===== src/rtl/vga_pkg.sv =====
// Shared constants and types for the VGA frame-capture receiver.
package vga_pkg;

  localparam int unsigned H_ACTIVE_DEF = 640;
  localparam int unsigned V_ACTIVE_DEF = 480;

  // Both syncs are active-low on this link.
  localparam logic HSYNC_ACTIVE = 1'b0;
  localparam logic VSYNC_ACTIVE = 1'b0;

  typedef enum logic [1:0] {
    StIdle,
    StArm,
    StCapture,
    StDone
  } cap_state_e;

  typedef struct packed {
    logic [7:0] red;
    logic [7:0] green;
    logic [7:0] blue;
  } pixel_t;

endpackage


===== src/rtl/detector_flanco.sv =====
// Edge detector: keeps the previous sample and flags rising/falling transitions.
module detector_flanco #(
  parameter logic ResetVal = 1'b0
) (
  input  logic clk_i,
  input  logic rst_i,
  input  logic sig_i,
  output logic rise_o,
  output logic fall_o
);

  logic sig_q, sig_d;

  // Next previous-sample value is simply the current input.
  always_comb begin
    sig_d = sig_i;
  end

  // Previous-sample register.
  always_ff @(posedge clk_i) begin
    if (rst_i) begin
      sig_q <= ResetVal;
    end else begin
      sig_q <= sig_d;
    end
  end

  // Pulses are valid in the cycle the new level is first present.
  always_comb begin
    rise_o = sig_i & ~sig_q;
    fall_o = ~sig_i & sig_q;
  end

endmodule


===== src/rtl/vga_captura.sv =====
// Captures one 640x480 (parameterisable) VGA frame into RAM through a linear write port.
module vga_captura
  import vga_pkg::*;
#(
  parameter int unsigned             H_ACTIVE   = H_ACTIVE_DEF,
  parameter int unsigned             V_ACTIVE   = V_ACTIVE_DEF,
  parameter int unsigned             ADDR_WIDTH = 32,
  parameter logic [ADDR_WIDTH-1:0]   BASE_ADDR  = '0
) (
  input  logic                  clock_25,
  input  logic                  reset,
  input  logic                  start,
  input  logic                  hsync_in,
  input  logic                  vsync_in,
  input  logic                  n_blank_in,
  input  logic [7:0]            red_in,
  input  logic [7:0]            green_in,
  input  logic [7:0]            blue_in,
  output logic [ADDR_WIDTH-1:0] address,
  output logic [23:0]           data_out,
  output logic                  we,
  output logic                  busy,
  output logic                  done,
  output logic                  error,
  output logic [9:0]            pixel_x,
  output logic [9:0]            pixel_y
);

  localparam logic [9:0]  HMax    = 10'(H_ACTIVE);
  localparam logic [18:0] LastCnt = 19'(H_ACTIVE * V_ACTIVE - 1);

  // Input register stage
  logic   hsync_r, vsync_r, n_blank_r;
  pixel_t rgb_r;

  // Edge pulses on the registered syncs
  logic vs_rise, vs_fall, nb_fall;
  logic unused_nb_rise;
  logic unused_hsync;
  logic frame_start;

  cap_state_e            state_q, state_d;
  logic [9:0]            x_q, x_d, y_q, y_d, px_q, px_d, py_q, py_d;
  logic [18:0]           cnt_q, cnt_d;
  logic [ADDR_WIDTH-1:0] addr_q, addr_d;
  pixel_t                data_q, data_d;
  logic                  we_q, we_d, busy_q, busy_d, done_q, done_d, err_q, err_d;

  detector_flanco #(.ResetVal(1'b1)) u_det_vsync (
    .clk_i  (clock_25),
    .rst_i  (reset),
    .sig_i  (vsync_r),
    .rise_o (vs_rise),
    .fall_o (vs_fall)
  );

  detector_flanco #(.ResetVal(1'b0)) u_det_nblank (
    .clk_i  (clock_25),
    .rst_i  (reset),
    .sig_i  (n_blank_r),
    .rise_o (unused_nb_rise),
    .fall_o (nb_fall)
  );

  // Frame boundary is entry into the active vsync level; hsync is not used for line structure.
  always_comb begin
    frame_start  = (VSYNC_ACTIVE == 1'b0) ? vs_fall : vs_rise;
    unused_hsync = hsync_r ^ HSYNC_ACTIVE;
  end

  // Capture FSM next-state and write-port generation.
  always_comb begin
    state_d = state_q;
    x_d     = x_q;
    y_d     = y_q;
    cnt_d   = cnt_q;
    addr_d  = addr_q;
    data_d  = data_q;
    px_d    = px_q;
    py_d    = py_q;
    err_d   = err_q;
    we_d    = 1'b0;
    done_d  = 1'b0;

    unique case (state_q)
      StIdle: begin
        if (start) begin
          err_d   = 1'b0;
          state_d = StArm;
        end
      end
      StArm: begin
        if (frame_start) begin
          x_d     = '0;
          y_d     = '0;
          cnt_d   = '0;
          state_d = StCapture;
        end
      end
      StCapture: begin
        if (frame_start) begin
          // Short frame
          err_d   = 1'b1;
          state_d = StIdle;
        end else if (nb_fall) begin
          if (x_q != HMax) begin
            err_d   = 1'b1;
            state_d = StIdle;
          end else begin
            x_d = '0;
            y_d = y_q + 10'd1;
          end
        end else if (n_blank_r) begin
          if (x_q == HMax) begin
            // Long line: the extra pixel is dropped
            err_d   = 1'b1;
            state_d = StIdle;
          end else begin
            we_d   = 1'b1;
            addr_d = BASE_ADDR + ADDR_WIDTH'(cnt_q);
            data_d = rgb_r;
            px_d   = x_q;
            py_d   = y_q;
            cnt_d  = cnt_q + 19'd1;
            x_d    = x_q + 10'd1;
            if (cnt_q == LastCnt) begin
              state_d = StDone;
            end
          end
        end
      end
      StDone: begin
        done_d  = 1'b1;
        state_d = StIdle;
      end
      default: state_d = StIdle;
    endcase

    busy_d = (state_d == StArm) || (state_d == StCapture);
  end

  // Input stage and all state/output registers.
  always_ff @(posedge clock_25) begin
    if (reset) begin
      hsync_r   <= 1'b1;
      vsync_r   <= 1'b1;
      n_blank_r <= 1'b0;
      rgb_r     <= '0;
      state_q   <= StIdle;
      x_q       <= '0;
      y_q       <= '0;
      cnt_q     <= '0;
      addr_q    <= BASE_ADDR;
      data_q    <= '0;
      px_q      <= '0;
      py_q      <= '0;
      we_q      <= 1'b0;
      busy_q    <= 1'b0;
      done_q    <= 1'b0;
      err_q     <= 1'b0;
    end else begin
      hsync_r   <= hsync_in;
      vsync_r   <= vsync_in;
      n_blank_r <= n_blank_in;
      rgb_r     <= '{red: red_in, green: green_in, blue: blue_in};
      state_q   <= state_d;
      x_q       <= x_d;
      y_q       <= y_d;
      cnt_q     <= cnt_d;
      addr_q    <= addr_d;
      data_q    <= data_d;
      px_q      <= px_d;
      py_q      <= py_d;
      we_q      <= we_d;
      busy_q    <= busy_d;
      done_q    <= done_d;
      err_q     <= err_d;
    end
  end

  // Output drive from registers.
  always_comb begin
    address  = addr_q;
    data_out = data_q;
    we       = we_q;
    busy     = busy_q;
    done     = done_q;
    error    = err_q;
    pixel_x  = px_q;
    pixel_y  = py_q;
  end

endmodule


===== config.mk =====
export PLATFORM = sky130hd
export DESIGN_NAME = vga_captura
export DESIGN_NICKNAME = d
export VERILOG_FILES = /design/src/rtl/vga_pkg.sv /design/src/rtl/detector_flanco.sv /design/src/rtl/vga_captura.sv
export SDC_FILE = /design/constraint.sdc
export NUM_CORES = 1
export LEC_CHECK = 0
export ABC_CLOCK_PERIOD_IN_PS = 3000
export CORE_MARGIN = 5
export CORE_UTILIZATION = 40
export CTS_BUF_LIST = sky130_fd_sc_hd__clkbuf_16
export CTS_CLUSTER_SIZE = 40
export DETAILED_ROUTE_END_ITERATION = 10
export GPL_TIMING_DRIVEN = 1
export SYNTH_ARGS = -nofsm -noshare
export SYNTH_HDL_FRONTEND = slang
export SYNTH_HIERARCHICAL = 1
export SYNTH_SLANG_ARGS = --single-unit

===== constraint.sdc =====
create_clock -name clock_25 -period 3 [get_ports clock_25]
set_clock_uncertainty 0.1 [all_clocks]
set_input_delay 0.6 -clock clock_25 [delete_from_list [all_inputs] [get_ports clock_25]]
set_output_delay 0.6 -clock clock_25 [all_outputs]
set_load 0.01 [all_outputs]

# After elaboration in Yosys (flattened, before gate mapping)
# Cells that the tools add are included.
word_totals:
  ff_bits: 136
  inputBits: 30
  word_cells: 99
  out_inout_bits: 80
classes:
  n_addsub: 3
  n_bitwise: 8
  reduce_logical: 10
  mux: 35
  eq_ne: 22
ops:
  columns: ["operator", "n"]
  rows:
  - ["$mux 19", 5]
  - ["$mux 10", 9]
  - ["$pmux 10 s2", 2]
  - ["$pmux 19 s2", 1]
  - ["$add 10x1->10 const B", 2]
  - ["$add 19x1->19 const B", 1]
  - ["$eq 19x19->1 const B", 1]
  - ["$mux 2", 8]
  - ["$ne 2x2->1 const B", 8]
  - ["$reduce_and 5->1", 3]
  - ["$ne 4x4->1 const B", 3]
  - ["$reduce_and 6->1", 2]
  - ["$eq 10x10->1 const B", 1]
  - ["$ne 10x10->1 const B", 1]
  - ["$ne 3x3->1 const B", 3]
  - ["$mux 1", 8]
  - ["$pmux 2 s4", 1]
  - ["$eq 2x2->1 const B", 3]
  - ["$not 1->1", 6]
  - ["$reduce_or 5->1", 1]
  - ["$eq 2x1->1 const B", 2]
  - ["$reduce_bool 2->1", 2]
  - ["$and 1x1->1", 2]
  - ["$logic_not 2->1", 1]
  - ["other kinds (2)", 2]

# Depth between registers and ports, before layout
# Gate-level depths: netlist of run 1.
depth:
  ltp_word: 9
  depth_mapped: 9
  mapped_depth_nobuf: 7

# By module
# The synthesis of run 1 kept the hierarchy.
modules_own_cells:
  columns: ["module", "instances", "area_each_um2", "cells_per_inst", "seq_area_each_um2"]
  rows:
  - ["vga_captura", 1, 5228.8, 613, 2682.6]
  - ["detector_flanco at u_det_vsync", 1, 40.0, 4, 20.0]
  - ["detector_flanco at u_det_nblank", 1, 38.8, 4, 20.0]

# Worst setup path before layout of run 1
# Ideal clock, no wire load.
synth_timing:
  path_kind: "reg2reg"
  start: "register x_q[0]"
  end: "register cnt_q[1]"
  path_slack_ps: 785
  setup_ps: 132
  required_time_ps: 2768
  path_buffers: 2
  synth_period_minus_slack_ps: 2215
  arrival_time_ps: 1982
  path_stages_with_launch: 10
  path_cell_list: "dfxtp_1 inv_1 ha_1 nor4bb_1 nand3_1 a31oi_2 buf_2 buf_2 nand3b_1 a21oi_1"
synth_via:
  elab_chain_len: 3
synth_rtl:
  columns: ["element", "line_no", "source"]
  rows:
  - ["from (decl)", "vga_captura.sv:43", "logic [9:0] x_q, x_d, y_q, y_d, px_q, px_d, py_q, py_d;"]
  - ["from (signal assigned)", "vga_captura.sv:150", "x_q <= '0;"]
  - ["from (signal assigned)", "vga_captura.sv:167", "x_q <= x_d;"]
  - ["$eq 10x10->1", "vga_captura.sv:114", "if (x_q == HMax) begin"]
  - ["$ne 2x2->1 (no line)", null, null]
  - ["$reduce_and 6->1 (no line)", null, null]
  - ["to (signal assigned)", "vga_captura.sv:169", "cnt_q <= cnt_d;"]
  - ["to (decl)", "vga_captura.sv:44", "logic [18:0] cnt_q, cnt_d;"]
# No other way between the ends.
# A chain may end at the register's enable or synchronous reset.

# Worst setup path in the final report of run 1
layout_timing:
  start: "register vsync_r"
  end: "register x_q[6]"
layout_via:
  elab_chain_len: 4
  word_cells_on_any_way: 5
  classes_between: "eq/ne: 2; bitwise: 2; reduce/logical: 1"
layout_rtl:
  columns: ["element", "line_no", "source"]
  rows:
  - ["from (decl)", "vga_captura.sv:33", "logic hsync_r, vsync_r, n_blank_r;"]
  - ["from (signal assigned)", "vga_captura.sv:163", "vsync_r <= vsync_in;"]
  - ["$not 1->1 (*)", "detector_flanco.sv:31", "fall_o = ~sig_i & sig_q;"]
  - ["$and 1x1->1 (*)", "detector_flanco.sv:31", null]
  - ["net frame_start", "vga_captura.sv:40", "logic frame_start;"]
  - ["$ne 2x2->1 (no line)", null, null]
  - ["$reduce_and 6->1 (no line) (*)", null, null]
# Mark *: on every way through the listed nets, which the timed path passes. The rest lies on a longest branch.

==> results.json, run 1 <==
{
  "status": "completed",
  "drive_above_1_share_pct": 6.72,
  "final_cell_mix": "146 x nand2_1, 136 x dfxtp_1, 95 x a21oi_1, 94 x clkdlybuf4s50_1, 29 x nor2b_1",
  "internal_power_mw": 3.27,
  "period_needed_ns": 2.40,
  "powerDensity_nw_per_um2": 592,
  "clock.fmax_mhz": 417,
  "setup_viol": 0,
  "critPathMaxFanout": 19,
  "arrival_ns": 2.63,
  "worst_pin_slew_ns": 0.711,
  "placedCellCount": 858,
  "cts.sinks": 136,
  "ctsResizeCount": 0,
  "maxCapViolCount": 0,
  "die_h_microns": 125,
  "vias": 4464,
  "p_sw_share_pct": 20.5,
  "cts_inserted_buffers": 17,
  "post_cts_buffers": 0,
  "cts_hold_buffers": 0,
  "tritoncts": "done",
  "cts_buffer_depth": 2,
  "combPwrFrac_pct": 3.2,
  "grt_pass1_wl_mm": 19.9,
  "leakagePower_nw": 2.30,
  "synth.cell_area_sq_um": 5300,
  "fillers": 1218,
  "coreArea_sq_um": 13100,
  "seqCellArea_sq_um": 2720,
  "seqPwrFrac_pct": 44.8,
  "worst_setup_path_start_kind": "flop",
  "syn_inst": 619,
  "wl_per_cell_microns": 13.4,
  "io_pins": 110,
  "end_kind": "flop",
  "drt-met1-wl_mm": 5.27,
  "dp_hpwl_mm": 7.90,
  "grt_setup_unrepaired": "no",
  "rows": 42,
  "cp.required_ns": 3.24,
  "cts_htree_levels": 4,
  "worst_hold_slack_ns": 0.331,
  "final_nets": 735,
  "die_x_microns": 125,
  "switchingPower_uw": 841,
  "clock_latency_ns": 0.41,
  "drcViolationCount": 0,
  "hp-class": "reg2reg",
  "insertedDiodeCount": 0,
  "root_buffer": "clkbuf_16",
  "grt_overflow_total": 0,
  "mostFrequentLayoutCell": "nand2_1",
  "peakVddDrop_v": 0.000340,
  "post-route-period-util_pct": 79.9,
  "grt_pass1_vias": 4190,
  "slew_headroom_pct": 52.6,
  "dr_wl_met2_mm": 5.39,
  "multi_input_area_sq_um": 2340,
  "io_buffers": 95,
  "postSynthAreaPerCell_sq_um": 8.55,
  "die_area_sq_um": 15600,
  "grt_max_degree": 73,
  "drv_slew": 0,
  "total_power_mw": 4.11,
  "ys.warnings.count": 6,
  "setup_tns_ns": 0,
  "area_growth_pct": 31.0,
  "drt-initial-drc-count": 222,
  "hold_viol": 0,
  "postRouteWirelength_mm": 11.9,
  "first_pass_iters": 6,
  "grt_usage_pct": 15.4,
  "gp_congestion": 0.784,
  "critical_path_class": "reg2reg",
  "cts.reportedPaths.clkPinSlew_ns": 0.06,
  "instances_no_fill": 890,
  "postRouteAntennaNets": 0,
  "vias_per_cell": 5.02,
  "top_layer_used": "met4",
  "antenna_found_initial": 0,
  "start_util_pct": 40.5,
  "p_clk_share_pct": 52.0,
  "wl_met3_mm": 1.01
}
-- layout make-up --
class                           instances  share of cell area, %
Clock buffer                           17                   6.13
Clock inverter                         15                   2.63
Inverter                                7                  0.379
Multi-Input combinational cell        437                   33.8
Sequential cell                       136                   39.3
Tap cell                              176                   3.18
Timing Repair Buffer                  102                   14.6
-- per-stage QoR --
stage	setup slack (ns)	cell area [sq um]	util [%]
final	0.602	6930	53.0
after floorplan	0.785	5340	-
after CTS	0.593	6930	53.0
after global routing	0.335	6930	53.0
after detailed placement	0.611	6330	48.3
after global placement	0.697	6330	48.3
-- path summary, 6_finish.rpt --
path / from / endpoint / slack [ns] / cells past startpoint
setup reg to reg: vsync_r$_SDFF_PP1_ / x_q[6]$_SDFFE_PP0P_ / 0.60 / 6
hold reg to reg: vsync_r$_SDFF_PP1_ / u_det_vsync/sig_q$_SDFF_PP1_ / 0.33 / 1
hold / removal: vsync_r$_SDFF_PP1_ / u_det_vsync/sig_q$_SDFF_PP1_ / 0.33 / 1
setup / recovery: vsync_r$_SDFF_PP1_ / x_q[6]$_SDFFE_PP0P_ / 0.60 / 6
-- registers in the layout, summed over array words and instances, names as in the netlist --
name and count:
rgb_r 24, y_q 10, u_det_nblank/sig_q 1, pixel_x 10, data_out 24, n_blank_r 1, state_q 2, x_q 10
we 1, u_det_vsync/sig_q 1, address 19, cnt_q 19, error 1, done 1, pixel_y 10, vsync_r 1
busy 1
-- routing by layer --
layer  track usage, %  up-vias
met5                0        -
met4             6.57        0
met3             7.21       20
met2             23.9      117
met1             18.4     2065
li1                 -     2262
-- worst max-delay path: stages (launching register included) --
cell and delay (ns):
dfxtp_1 0.31, and2b_1 0.25, nor3b_1 0.55, nor2_1 0.08
a31o_2 0.35, or4_1 0.53, a21oi_1 0.16
-- power groups by stage --
stage / combinational, mW / sequential, mW / clock [mW]
after floorplan: 0.0904 / 1.88 / 0
after global placement: 0.131 / 1.88 / 0
after detailed placement: 0.131 / 1.88 / 0
after CTS: 0.132 / 1.84 / 2.18
after global routing: 0.145 / 1.84 / 2.27
final: 0.131 / 1.84 / 2.14
(Power assumes the default switching activity.)
==> run 2, diff against run 1 <==
ABC_CLOCK_PERIOD_IN_PS = 2400   (was 3000)
clock period = 2.4 ns   (was 3 ns; I/O delays follow)
==> run 2 against run 1 <==
  * Sequential power up 25%
  * First-iteration DRC count shrank 12%
  * Sequential share of layout area fell by 0.66 points
  * Critical path depth up 2
  * Register-to-register slack got worse by 0.42 ns
  * Worst setup slack got worse by 0.42 ns
  * Hold slack about the same
  * Final cell count up 0.56%
  * Fmax up 8.3%
  * Core utilization up 0.91 points
  * Largest cell class unchanged
==> results.json, run 2 (same netlist as run 1, synthesis figures left out) <==
{
  "drive_above_1_share_pct": 7.23,
  "powerDensity_nw_per_um2": 736,
  "die_h_microns": 125,
  "drv_slew": 0,
  "period_needed_ns": 2.21,
  "end_kind": "flop",
  "grt_max_degree": 82,
  "cts.sinks": 136,
  "status": "completed",
  "area_growth_pct": 33.2,
  "grt_pass1_wl_mm": 20.0,
  "critical_path_class": "reg2reg",
  "cts_htree_levels": 4,
  "cts_inserted_buffers": 17,
  "rows": 42,
  "critPathMaxFanout": 37,
  "cp.required_ns": 2.64,
  "placedCellCount": 864,
  "peakVddDrop_v": 0.000464,
  "grt_pass1_vias": 4147,
  "hold_viol": 0,
  "root_buffer": "clkbuf_16",
  "io_pins": 110,
  "postRouteWirelength_mm": 11.9,
  "vias_per_cell": 4.94,
  "maxCapViolCount": 0,
  "setup_tns_ns": 0,
  "antenna_found_initial": 0,
  "rr_worst_depth": 8,
  "slew_headroom_pct": 66.1,
  "io_buffers": 95,
  "grt_overflow_total": 0,
  "cts.reportedPaths.clkPinSlew_ns": 0.06,
  "final_cell_mix": "146 x nand2_1, 136 x dfxtp_1, 95 x a21oi_1, 94 x clkdlybuf4s50_1, 29 x nor2b_1",
  "drcViolationCount": 0,
  "worst_hold_slack_ns": 0.331,
  "clock_latency_ns": 0.41,
  "vias": 4423,
  "die_area_sq_um": 15600,
  "tritoncts": "done",
  "postRouteAntennaNets": 0,
  "gp_congestion": 0.801,
  "clock.fmax_mhz": 452,
  "hp-class": "reg2reg",
  "die_x_microns": 125,
  "insertedDiodeCount": 0,
  "coreArea_sq_um": 13100,
  "grt_usage_pct": 15.4,
  "place_area_sq_um": 6420,
  "instances_no_fill": 895,
  "dp_hpwl_mm": 8.02,
  "leakagePower_nw": 2.38,
  "start_util_pct": 40.5,
  "cts_buffer_depth": 2,
  "post-route-period-util_pct": 92.2,
  "worst_setup_path_start_kind": "flop",
  "final_nets": 741,
  "wl_per_cell_microns": 13.3,
  "setup_viol": 0,
  "drt-initial-drc-count": 196,
  "worst_pin_slew_ns": 0.508,
  "mostFrequentLayoutCell": "nand2_1",
  "first_pass_iters": 5,
  "final_area_sq_um": 7050,
  "final_util_pct": 53.9,
  "arrival_ns": 2.45,
  "holdPathStages": 2
}
[run 2: cell types whose count changed in the layout (fill, tap and decap cells not counted), sizes merged]
cell	change
inv	+3
clkinv	-3
buf	+6
clkinvlp	-2
bufinv	+1
[run 2: worst max-delay path, cell delays in order, from the launching register on]
cell,delay [ns]
dfxtp_1,0.33
inv_1,0.07
ha_1,0.21
nor4bb_2,0.18
nand3_1,0.27
a31oi_2,0.17
buf_12,0.20
or4_1,0.47
a21oi_1,0.15
[run 2: what timing repair did]
| item | CTS | global route |
|---|---|---|
| setup buffers | 0 | 0 |
| hold buffers | 0 | 0 |
| gates resized for setup | 0 | 2 |
| setup endpoints to repair | 0 | 5 |
[run 2: area by class of cell]
cell class	count	area [sq um]
repair buffers	108	1110
clock buffers	17	425
inverters	7	26.3
flip-flops and latches	136	2720
fillers	1220	6030
clock inverters	14	191
multi-input cells	437	2360
well taps	176	220
[run 2: final timing paths]
kind / from / endpoint / slack [ns]
worst max-delay path: x_q[0]$_SDFFE_PP0P_ / cnt_q[18]$_SDFFE_PP0P_ / 0.19
worst min-delay path: rgb_r[8]$_SDFF_PP0_ / data_out[8]$_SDFFE_PP0P_ / 0.33
worst max register to register: x_q[0]$_SDFFE_PP0P_ / cnt_q[18]$_SDFFE_PP0P_ / 0.19
worst min register to register: rgb_r[8]$_SDFF_PP0_ / data_out[8]$_SDFFE_PP0P_ / 0.33
[run 2: metrics by stage]
| stage | power, mW | setup WS (ns) |
|---|---|---|
| 3_3_place_gp | 2.52 | 0.191 |
| 5_1_grt | 5.36 | -0.0145 |
| 4_1_cts | 5.25 | 0.101 |
| 6_report | 5.19 | 0.187 |
| 3_5_place_dp | 2.53 | 0.115 |
| 2_1_floorplan | 2.46 | 0.185 |
[run 2: power by group]
group	total, mW	internal, mW	leakage, nW	switching, mW
combinational	0.177	0.0844	0.958	0.0925
clock	2.71	1.81	0.317	0.899
sequential	2.30	2.29	1.10	0.0123
total	5.19	4.18	2.38	1.00
[run 2: per-layer routing]
metal,part of all wire [%],GRT usage [%],vias up
li1,-,-,2286
met1,44,18.0,2012
met2,46,24.4,112
met3,8.9,7.16,13
met4,1.5,6.12,0
met5,0,0,-
==> run 3, diff against run 2 <==
CELL_PAD_IN_SITES_DETAIL_PLACEMENT = 0   (was unset)
CELL_PAD_IN_SITES_GLOBAL_PLACEMENT = 1   (was unset)
CORE_UTILIZATION = 38   (was 40)
PLACE_DENSITY_LB_ADDON = 0.1   (was unset)
==> run 3 against run 2 <==
  * Sequential cell count is the same
  * Non-clock buffer count grew 4
  * Worst setup slack lost 0.043 ns
  * First-iteration DRC count grew 31%
  * Critical path depth shrank 1
  * Design area shrank 0.25%
  * Die area grew 4.8%
  * Sequential power is essentially flat
  * Via count grew 1.3%
  * Clock-buffer cell count is the same
  * Critical path type unchanged
==> results.json, run 3 (same netlist as run 1, synthesis figures left out) <==
{
  "setup_tns_ns": 0,
  "status": "completed",
  "place_ws_ns": 0.0993,
  "grt_overflow_total": 0,
  "start_util_pct": 38.4,
  "drv_slew": 0,
  "drt-initial-drc-count": 257,
  "coreArea_sq_um": 13800,
  "ctsResizeCount": 0,
  "grt_usage_pct": 15.2,
  "cts.sinks": 136,
  "antenna_found_initial": 0,
  "mostFrequentLayoutCell": "nand2_1",
  "post_cts_buffers": 0,
  "critical_path_class": "reg2reg",
  "setup_ws_ns": 0.144,
  "p_sw_share_pct": 20.7,
  "final_nets": 745,
  "die_x_microns": 128,
  "critPathMaxFanout": 19,
  "postRouteAntennaNets": 0,
  "io_pins": 110,
  "peakVddDrop_v": 0.000420,
  "rr_worst_depth": 7,
  "cp.required_ns": 2.64,
  "powerDensity_nw_per_um2": 715,
  "final_util_pct": 51.1,
  "cts_htree_levels": 4,
  "p_clk_share_pct": 50.7,
  "period_needed_ns": 2.26,
  "final_area_sq_um": 7040,
  "vias": 4481,
  "worst_pin_slew_ns": 0.513,
  "drive_above_1_share_pct": 8.70,
  "wl_per_cell_microns": 13.3,
  "post-route-period-util_pct": 94.0,
  "seqPwrFrac_pct": 45.8,
  "cts.reportedPaths.clkPinSlew_ns": 0.06,
  "hold_viol": 0,
  "cts_hold_buffers": 0,
  "leakagePower_nw": 2.36,
  "place_area_sq_um": 6430,
  "hp-class": "reg2reg",
  "clock.fmax_mhz": 443,
  "worst_setup_path_start_kind": "flop",
  "vias_per_cell": 4.96,
  "setup_viol": 0,
  "dp_hpwl_mm": 8.33,
  "combPwrFrac_pct": 3.5,
  "arrival_ns": 2.50,
  "die_h_microns": 128,
  "internal_power_mw": 3.99,
  "die_area_sq_um": 16400,
  "root_buffer": "clkbuf_16",
  "clock_latency_ns": 0.41,
  "first_pass_iters": 4,
  "grt_pass1_vias": 4371,
  "maxCapViolCount": 0,
  "slew_headroom_pct": 65.8,
  "grt_pass1_wl_mm": 20.4,
  "grt_max_degree": 52,
  "postRouteWirelength_mm": 12.0,
  "cts_inserted_buffers": 17,
  "insertedDiodeCount": 0,
  "final_cell_mix": "146 x nand2_1, 136 x dfxtp_1, 95 x a21oi_1, 94 x clkdlybuf4s50_1, 27 x nor2b_1",
  "tritoncts": "done",
  "area_growth_pct": 32.9,
  "drcViolationCount": 0,
  "rows": 43,
  "gp_congestion": 0.786,
  "switchingPower_mw": 1.04,
  "holdPathStages": 1,
  "grt_setup_unrepaired": "no",
  "io_buffers": 95,
  "end_kind": "flop",
  "cts_buffer_depth": 2
}
## run 3: final timing paths
kind                            start                           end  slack (ns)
hold / removal     vsync_r$_SDFF_PP1_  u_det_vsync/sig_q$_SDFF_PP1_        0.33
setup / recovery  x_q[0]$_SDFFE_PP0P_           x_q[6]$_SDFFE_PP0P_        0.14
setup reg to reg  x_q[0]$_SDFFE_PP0P_           x_q[6]$_SDFFE_PP0P_        0.14
hold reg to reg    vsync_r$_SDFF_PP1_  u_det_vsync/sig_q$_SDFF_PP1_        0.33
## run 3: metal layers
layer / track usage [%] / vias to the layer above / routed length, microns / share of wire [%]
met5: 0 / - / 0 / 0
met1: 17.7 / 2079 / 5370 / 45
met3: 6.17 / 16 / 830 / 6.9
li1: - / 2287 / - / -
met4: 5.93 / 0 / 169 / 1.4
met2: 25.2 / 99 / 5640 / 47
## run 3: layout make-up
class                           count  area [sq um]
Fill cell                        1311          6740
Sequential cell                   136          2720
Multi-Input combinational cell    437          2360
Timing Repair Buffer              112          1110
Clock buffer                       17           425
Tap cell                          180           225
Clock inverter                     15           161
Inverter                            7          26.3
## run 3: power groups by stage
stage / logic [mW] / registers [mW] / clock network (mW)
final: 0.175 / 2.30 / 2.55
after global routing: 0.194 / 2.30 / 2.72
after CTS: 0.177 / 2.30 / 2.62
after detailed placement: 0.177 / 2.35 / 0
after global placement: 0.174 / 2.35 / 0
after floorplan: 0.113 / 2.35 / 0
## run 3: per-stage QoR
stage               hold slack (ns)  std cells  total power [mW]
global route                  0.356        904              5.22
global placement              0.315        872              2.52
finish                        0.331        904              5.03
CTS                           0.336        904              5.10
floorplan                     0.302        631              2.46
detailed placement            0.322        872              2.53
## run 3: worst max-delay path: stages, from the launching register on
cell and delay [ns]:
dfxtp_1 0.31, inv_1 0.09, ha_1 0.18, nor4bb_2 0.33
nand4_1 0.13, a31o_2 0.38, or4_1 0.53, a21oi_1 0.14
